`src/rtl/rf_wb_arbiter_pkg.sv`:
```
// Shared select codes, requester count and the one-hot to mux-select encoder
// for the register-file writeback arbiter.
package rf_wb_arbiter_pkg;

  localparam int NUM_REQ = 3;

  typedef enum logic [1:0] {
    SEL_A = 2'b00,
    SEL_B = 2'b01,
    SEL_C = 2'b10
  } sel_e;

  // Input is one-hot or zero; zero maps to A so the mux never sees 2'b11.
  function automatic sel_e onehot_to_sel(input logic [NUM_REQ-1:0] oh);
    sel_e s;
    s = SEL_A;
    if (oh[1]) begin
      s = SEL_B;
    end else if (oh[2]) begin
      s = SEL_C;
    end
    return s;
  endfunction

endpackage

```
`src/rtl/rf_wb_arbiter_if.sv`:
```
// Writeback request/grant bundle between the three requesters and the arbiter.
// The master side drives requests and the stall; the slave (arbiter) drives grant and RF write.
interface rf_wb_arbiter_if #(
  parameter int ADDR_W = 4
);
  import rf_wb_arbiter_pkg::*;

  logic [NUM_REQ-1:0] req;
  logic [ADDR_W-1:0]  addr_a;
  logic [ADDR_W-1:0]  addr_b;
  logic [ADDR_W-1:0]  addr_c;
  logic               wb_hold;
  logic [NUM_REQ-1:0] gnt;
  logic [1:0]         mux_sel;
  logic               rf_we;
  logic [ADDR_W-1:0]  rf_waddr;
  logic               busy;

  modport master (
    output req, addr_a, addr_b, addr_c, wb_hold,
    input  gnt, mux_sel, rf_we, rf_waddr, busy
  );

  modport slave (
    input  req, addr_a, addr_b, addr_c, wb_hold,
    output gnt, mux_sel, rf_we, rf_waddr, busy
  );

endinterface

```
`src/rtl/rf_wb_arbiter_rr_pick3.sv`:
```
// Combinational 3-way winner picker: searches the eligible vector starting at the
// pointer's requester (round robin) or at A (fixed priority A > B > C). Zero latency.
module rr_pick3
  import rf_wb_arbiter_pkg::*;
(
  input  logic [NUM_REQ-1:0] elig_i,
  input  logic [NUM_REQ-1:0] ptr_i,
  input  logic               rr_en_i,
  output logic [NUM_REQ-1:0] win_o,
  output logic               vld_o
);

  logic [NUM_REQ-1:0] start;

  always_comb begin
    win_o = '0;
    start = rr_en_i ? ptr_i : 3'b001;
    case (start)
      3'b010: begin
        if      (elig_i[1]) win_o = 3'b010;
        else if (elig_i[2]) win_o = 3'b100;
        else if (elig_i[0]) win_o = 3'b001;
      end
      3'b100: begin
        if      (elig_i[2]) win_o = 3'b100;
        else if (elig_i[0]) win_o = 3'b001;
        else if (elig_i[1]) win_o = 3'b010;
      end
      default: begin
        if      (elig_i[0]) win_o = 3'b001;
        else if (elig_i[1]) win_o = 3'b010;
        else if (elig_i[2]) win_o = 3'b100;
      end
    endcase
    vld_o = |elig_i;
  end

endmodule

```
`src/rtl/rf_wb_arbiter.sv`:
```
// Register-file write-port arbiter for ALU (A), load (B) and link/imm (C) writebacks.
// req sampled at edge N gives registered gnt/rf_we/mux_sel in cycle N+1; wb_hold blocks new grants.
module rf_wb_arbiter
  import rf_wb_arbiter_pkg::*;
#(
  parameter int ADDR_W  = 4,
  parameter bit RR_EN   = 1'b1,
  parameter bit DROP_R0 = 1'b1
) (
  input  logic           clk,
  input  logic           rst_f,
  rf_wb_arbiter_if.slave bus
);

  logic [NUM_REQ-1:0] gnt_q, gnt_d;
  logic [NUM_REQ-1:0] ptr_q, ptr_d;
  sel_e               sel_q, sel_d;
  logic               we_q, we_d;
  logic [ADDR_W-1:0]  waddr_q, waddr_d;

  logic [NUM_REQ-1:0] elig;
  logic [NUM_REQ-1:0] win;
  logic               win_vld;
  logic [ADDR_W-1:0]  win_addr;

  // Last cycle's grantee still holds req high, so it sits out one arbitration.
  assign elig = bus.req & ~gnt_q;

  rr_pick3 u_pick (
    .elig_i  (elig),
    .ptr_i   (ptr_q),
    .rr_en_i (RR_EN),
    .win_o   (win),
    .vld_o   (win_vld)
  );

  always_comb begin
    case (onehot_to_sel(win))
      SEL_B:   win_addr = bus.addr_b;
      SEL_C:   win_addr = bus.addr_c;
      default: win_addr = bus.addr_a;
    endcase
  end

  always_comb begin
    gnt_d   = '0;
    we_d    = 1'b0;
    sel_d   = sel_q;
    waddr_d = waddr_q;
    ptr_d   = ptr_q;
    if (!bus.wb_hold && win_vld) begin
      gnt_d   = win;
      sel_d   = onehot_to_sel(win);
      waddr_d = win_addr;
      we_d    = !(DROP_R0 && (win_addr == '0));
      // Highest priority moves to the requester after the winner, C wrapping to A.
      ptr_d   = {win[1:0], win[2]};
    end
  end

  always_ff @(posedge clk or negedge rst_f) begin
    if (!rst_f) begin
      gnt_q   <= '0;
      ptr_q   <= 3'b001;
      sel_q   <= SEL_A;
      we_q    <= 1'b0;
      waddr_q <= '0;
    end else begin
      gnt_q   <= gnt_d;
      ptr_q   <= ptr_d;
      sel_q   <= sel_d;
      we_q    <= we_d;
      waddr_q <= waddr_d;
    end
  end

  assign bus.gnt      = gnt_q;
  assign bus.mux_sel  = sel_q;
  assign bus.rf_we    = we_q;
  assign bus.rf_waddr = waddr_q;
  assign bus.busy     = |(bus.req & ~gnt_q);

endmodule

```
`src/flat_wrapper.sv`:
```
// flat-port wrapper written by rule: the top's interface ports become plain ports
module rf_wb_arbiter_flat import rf_wb_arbiter_pkg::*;
#(
  parameter int ADDR_W  = 4,
  parameter bit RR_EN   = 1'b1,
  parameter bit DROP_R0 = 1'b1
)
  (clk, rst_f, bus_req, bus_addr_a, bus_addr_b, bus_addr_c, bus_wb_hold, bus_gnt, bus_mux_sel, bus_rf_we, bus_rf_waddr, bus_busy);
  rf_wb_arbiter_if #(.ADDR_W(ADDR_W)) bus_i ();
  input  logic clk;
  input  logic rst_f;
  input wire logic [$bits(bus_i.req)-1:0] bus_req;
  input wire logic [$bits(bus_i.addr_a)-1:0] bus_addr_a;
  input wire logic [$bits(bus_i.addr_b)-1:0] bus_addr_b;
  input wire logic [$bits(bus_i.addr_c)-1:0] bus_addr_c;
  input wire logic [$bits(bus_i.wb_hold)-1:0] bus_wb_hold;
  output wire logic [$bits(bus_i.gnt)-1:0] bus_gnt;
  output wire logic [$bits(bus_i.mux_sel)-1:0] bus_mux_sel;
  output wire logic [$bits(bus_i.rf_we)-1:0] bus_rf_we;
  output wire logic [$bits(bus_i.rf_waddr)-1:0] bus_rf_waddr;
  output wire logic [$bits(bus_i.busy)-1:0] bus_busy;
  assign bus_i.req = bus_req;
  assign bus_i.addr_a = bus_addr_a;
  assign bus_i.addr_b = bus_addr_b;
  assign bus_i.addr_c = bus_addr_c;
  assign bus_i.wb_hold = bus_wb_hold;
  assign bus_gnt = bus_i.gnt;
  assign bus_mux_sel = bus_i.mux_sel;
  assign bus_rf_we = bus_i.rf_we;
  assign bus_rf_waddr = bus_i.rf_waddr;
  assign bus_busy = bus_i.busy;
  rf_wb_arbiter #(.ADDR_W(ADDR_W), .RR_EN(RR_EN), .DROP_R0(DROP_R0)) u_core (.clk(clk), .rst_f(rst_f), .bus(bus_i));
endmodule
```
`config.mk`:
```
export PLATFORM = sky130hd
export DESIGN_NAME = rf_wb_arbiter_flat
export DESIGN_NICKNAME = d
export VERILOG_FILES = /design/src/rtl/rf_wb_arbiter_pkg.sv /design/src/rtl/rf_wb_arbiter_if.sv /design/src/rtl/rf_wb_arbiter_rr_pick3.sv /design/src/rtl/rf_wb_arbiter.sv /design/src/flat_wrapper.sv
export SDC_FILE = /design/constraint.sdc
export NUM_CORES = 1
export LEC_CHECK = 0
export ABC_AREA = 1
export BUFFER_PORTS_ARGS = -buffer_cell sky130_fd_sc_hd__buf_2
export CORE_MARGIN = 2
export CORE_UTILIZATION = 45
export CTS_BUF_LIST = sky130_fd_sc_hd__clkbuf_8
export CTS_CLUSTER_SIZE = 24
export DETAILED_ROUTE_END_ITERATION = 8
export GPL_ROUTABILITY_DRIVEN = 0
export PLACE_DENSITY = 0.76
export RECOVER_POWER = 25
export SETUP_SLACK_MARGIN = 0.4
export SLEW_MARGIN = 10
export SYNTH_ARGS = -nofsm -noshare
export SYNTH_HDL_FRONTEND = slang
export SYNTH_SLANG_ARGS = --single-unit
```
`constraint.sdc`:
```
create_clock -name clk -period 1.9 [get_ports clk]
set_clock_uncertainty 0.05 [all_clocks]
set_input_delay 0.095 -clock clk [delete_from_list [all_inputs] [get_ports clk]]
set_output_delay 0.095 -clock clk [all_outputs]
set_load 0.01 [all_outputs]
```
==> flow_summary.toml <==
[global_routing]
grt_pass1_vias = 638
grt-busiest-layer = "met2"
track_usage = 0.188
grt_util_met3 = 0.0638
gr-total-overflow = 0
antenna_found_initial = 0
grtUsageMet2 = 0.330
grt_max_degree = 15
grt_use_met1 = 0.203
grt_pass1_wl_mm = 2.53

[clocking]
clock_sinks = 12
clkTransAtPathRegs_ns = 0.05
cts_buffers = 3
cts_tree = "built"
clk-insertion-delay-late_ns = 0.24
cts-htree-levels = 1
cts_max_path_buffers = 2
clock-root-buffer = "clkbuf_8"

[yosys]
synthArstFlopShare = 1.00
syn_nets = 108
synth_largest_area_cell = "dfrtp_1"
mappedNetlistArea_um2 = 674
ys.flop_type = "dfrtp_1"
yosysSeqAreaShare = 0.447
syn_inst = 90
yosys_warnings = 0
synth.distinct_cells = 18
synth_most_common_cell = "nand2_1"
synth_top_area_share = 0.408
yosys-top-cells-area = "dfrtp_1 (41%), nand2_1 (12%), nor2_1 (8.9%), inv_1 (7.8%), nand3_1 (4.5%)"
synth_edf_count = 0
ys_seq_elements = 12
avgSynthCellArea_um2 = 7.49
yosys-top-cells-count = "nand2_1 (22), nor2_1 (16), inv_1 (14)"

[setup_path]
path_max_fanout = 4
critPathLaunchType = "register"
crit_start = "u_core.ptr_q[0]$_DFFE_PN1P_"
worstRegToRegCells = 11
r2r_start = "u_core.ptr_q[0]$_DFFE_PN1P_"
end_kind = "register"
required_ns = 1.97
arrival_ns = 1.66
critPathKind = "reg -> reg"

[pwr]
clkPwrFrac = 0.256
p_seq_frac = 0.330
leakage_nw = 0.554
power_frac_comb = 0.414
powerDensity_nw_per_um2 = 1060
internal-power_w = 0.000689
swShare = 0.360
p_sw_w = 0.000388
peakVddDrop_v = 0.000846

[floorplanning]
die_area_um2 = 1820
start_util = 0.500
pin_count = 29
core_um2 = 1350
die_w_um = 42.7
die_y_um = 42.7
rows = 13

[timing]
worst_pin_slew_ns = 0.608
finalCriticalPeriod_ns = 1.59
setup_viol = 0
hold_ws_ns = 0.0115
fin_tns_setup_ns = 0
post-route-period-util = 0.837
rsz0062_at_grt = "true"
hold_viol_final = 0
max_freq_mhz = 629
relSlewSlack = 0.595
maxSlewViolCount = 0

[final_layout]
diodes = 0
layout-drive-gt1-share = 0.520
nNetsFinal = 146
syn2layout_area_growth_pct = 50.1
filler_cell_count = 100

[routing]
firstDrtPassIters = 4
first_iter_violations = 10
drc = 0
wirelength_mm = 1.64
vias = 685
via_per_inst = 4.82
wl_per_cell_um = 11.6
route.antenna.remaining_nets = 0

[worst_hold_path]
min_from = "bus_wb_hold"
min_path_type = "in -> reg"
holdPathStages = 2

[status]
status = "completed"

[flow_run]
drv_cap = 0

[placement]
dp_hpwl_mm = 1.15
port_buffers = 28
[power groups by stage]
stage               combinational, W  clock [W]  sequential [W]
floorplan                   0.000204          0        0.000373
global placement            0.000314          0        0.000354
detailed placement          0.000323          0        0.000356
CTS                         0.000386   0.000277        0.000353
global route                0.000494   0.000294        0.000363
finish                      0.000446   0.000275        0.000355
[layout by cell type (no fill, tap or decap), types with 4 or more instances in the layout]
cell | netlist | final
nand2_1 | 22 | 18
buf_2 | 0 | 27
buf_4 | 2 | 5
o21ai_0 | 5 | 4
nor2_1 | 16 | 7
inv_1 | 14 | 12
dfrtp_1 | 11 | 10
nor2_2 | 0 | 6
nor2_4 | 2 | 5
nand2_2 | 3 | 5
clkbuf_8 | 0 | 4
[flip-flops by register name, summed over array words and instances, names as in the netlist]
signal and count:
u_core.bus.gnt 3, u_core.bus.mux_sel 2, u_core.bus.rf_waddr 4, u_core.ptr_q 2, u_core.bus.rf_we 1
[kinds of logic (layout without fill, tap and decap cells)]
kind of cell	after synthesis	count (layout)	share of synthesized area
simple gates	52	52	0.367
buf+inv	17	54	0.106
flops	12	12	0.447
compound gates	9	9	0.0798
[critical path, stage by stage (launching register included)]
cell and delay, ns:
dfstp_2 0.54, inv_2 0.05, nand3_4 0.08, nor2_4 0.06, inv_1 0.05, nand2_1 0.10, nand2_1 0.12, nand2_2 0.08
nor2_4 0.12, nand2_1 0.06, nor2_1 0.10, nor2_1 0.04
[worst paths after layout]
path	slack, ns	to
min reg2reg	0.44	u_core.bus.mux_sel[1]$_DFFE_PN0P_
max	0.31	u_core.bus.rf_we$_DFF_PN0_
min	0.01	u_core.bus.gnt[0]$_DFF_PN0_
min in group asynchronous	0.32	u_core.bus.gnt[0]$_DFF_PN0_
max reg2reg	0.31	u_core.bus.rf_we$_DFF_PN0_
max in group asynchronous	1.05	u_core.ptr_q[1]$_DFFE_PN0P_
[metrics by stage]
step | instances | utilization | power, W | area [µm²] | setup slack [ns]
floorplan | 90 | - | 0.000577 | 674 | 0.471
global placement | 131 | 0.606 | 0.000668 | 818 | 0.345
detailed placement | 131 | 0.606 | 0.000679 | 818 | 0.295
CTS | 142 | 0.703 | 0.00102 | 948 | 0.333
global route | 142 | 0.750 | 0.00115 | 1010 | 0.207
finish | 142 | 0.750 | 0.00108 | 1010 | 0.310
[routing by layer]
metal  up-vias  wire length [µm]
li1        345                 -
met1       310               640
met2        24               843
met3         6               120
met4         0                39
met5         -                 0
[repair_timing]
action | 4_1_cts | 5_1_grt
hold buffers | 1 | 0
gates resized for setup | 8 | 19
buffers inserted | 6 | 0
endpoints found under the setup margin | 5 | 7
endpoints found under the hold margin | 12 | 0
pin swaps | 10 | 16
[area by class of cell]
| class | instances | area [µm²] | share of cell area |
|---|---|---|---|
| Clock buffer | 4 | 55.1 | 0.0544 |
| Inverter | 15 | 56.3 | 0.0556 |
| Multi-Input combinational cell | 61 | 382 | 0.377 |
| Sequential cell | 12 | 303 | 0.299 |
| Tap cell | 15 | 18.8 | 0.0185 |
| Timing Repair Buffer | 35 | 198 | 0.195 |
(Power assumes the default switching activity.)
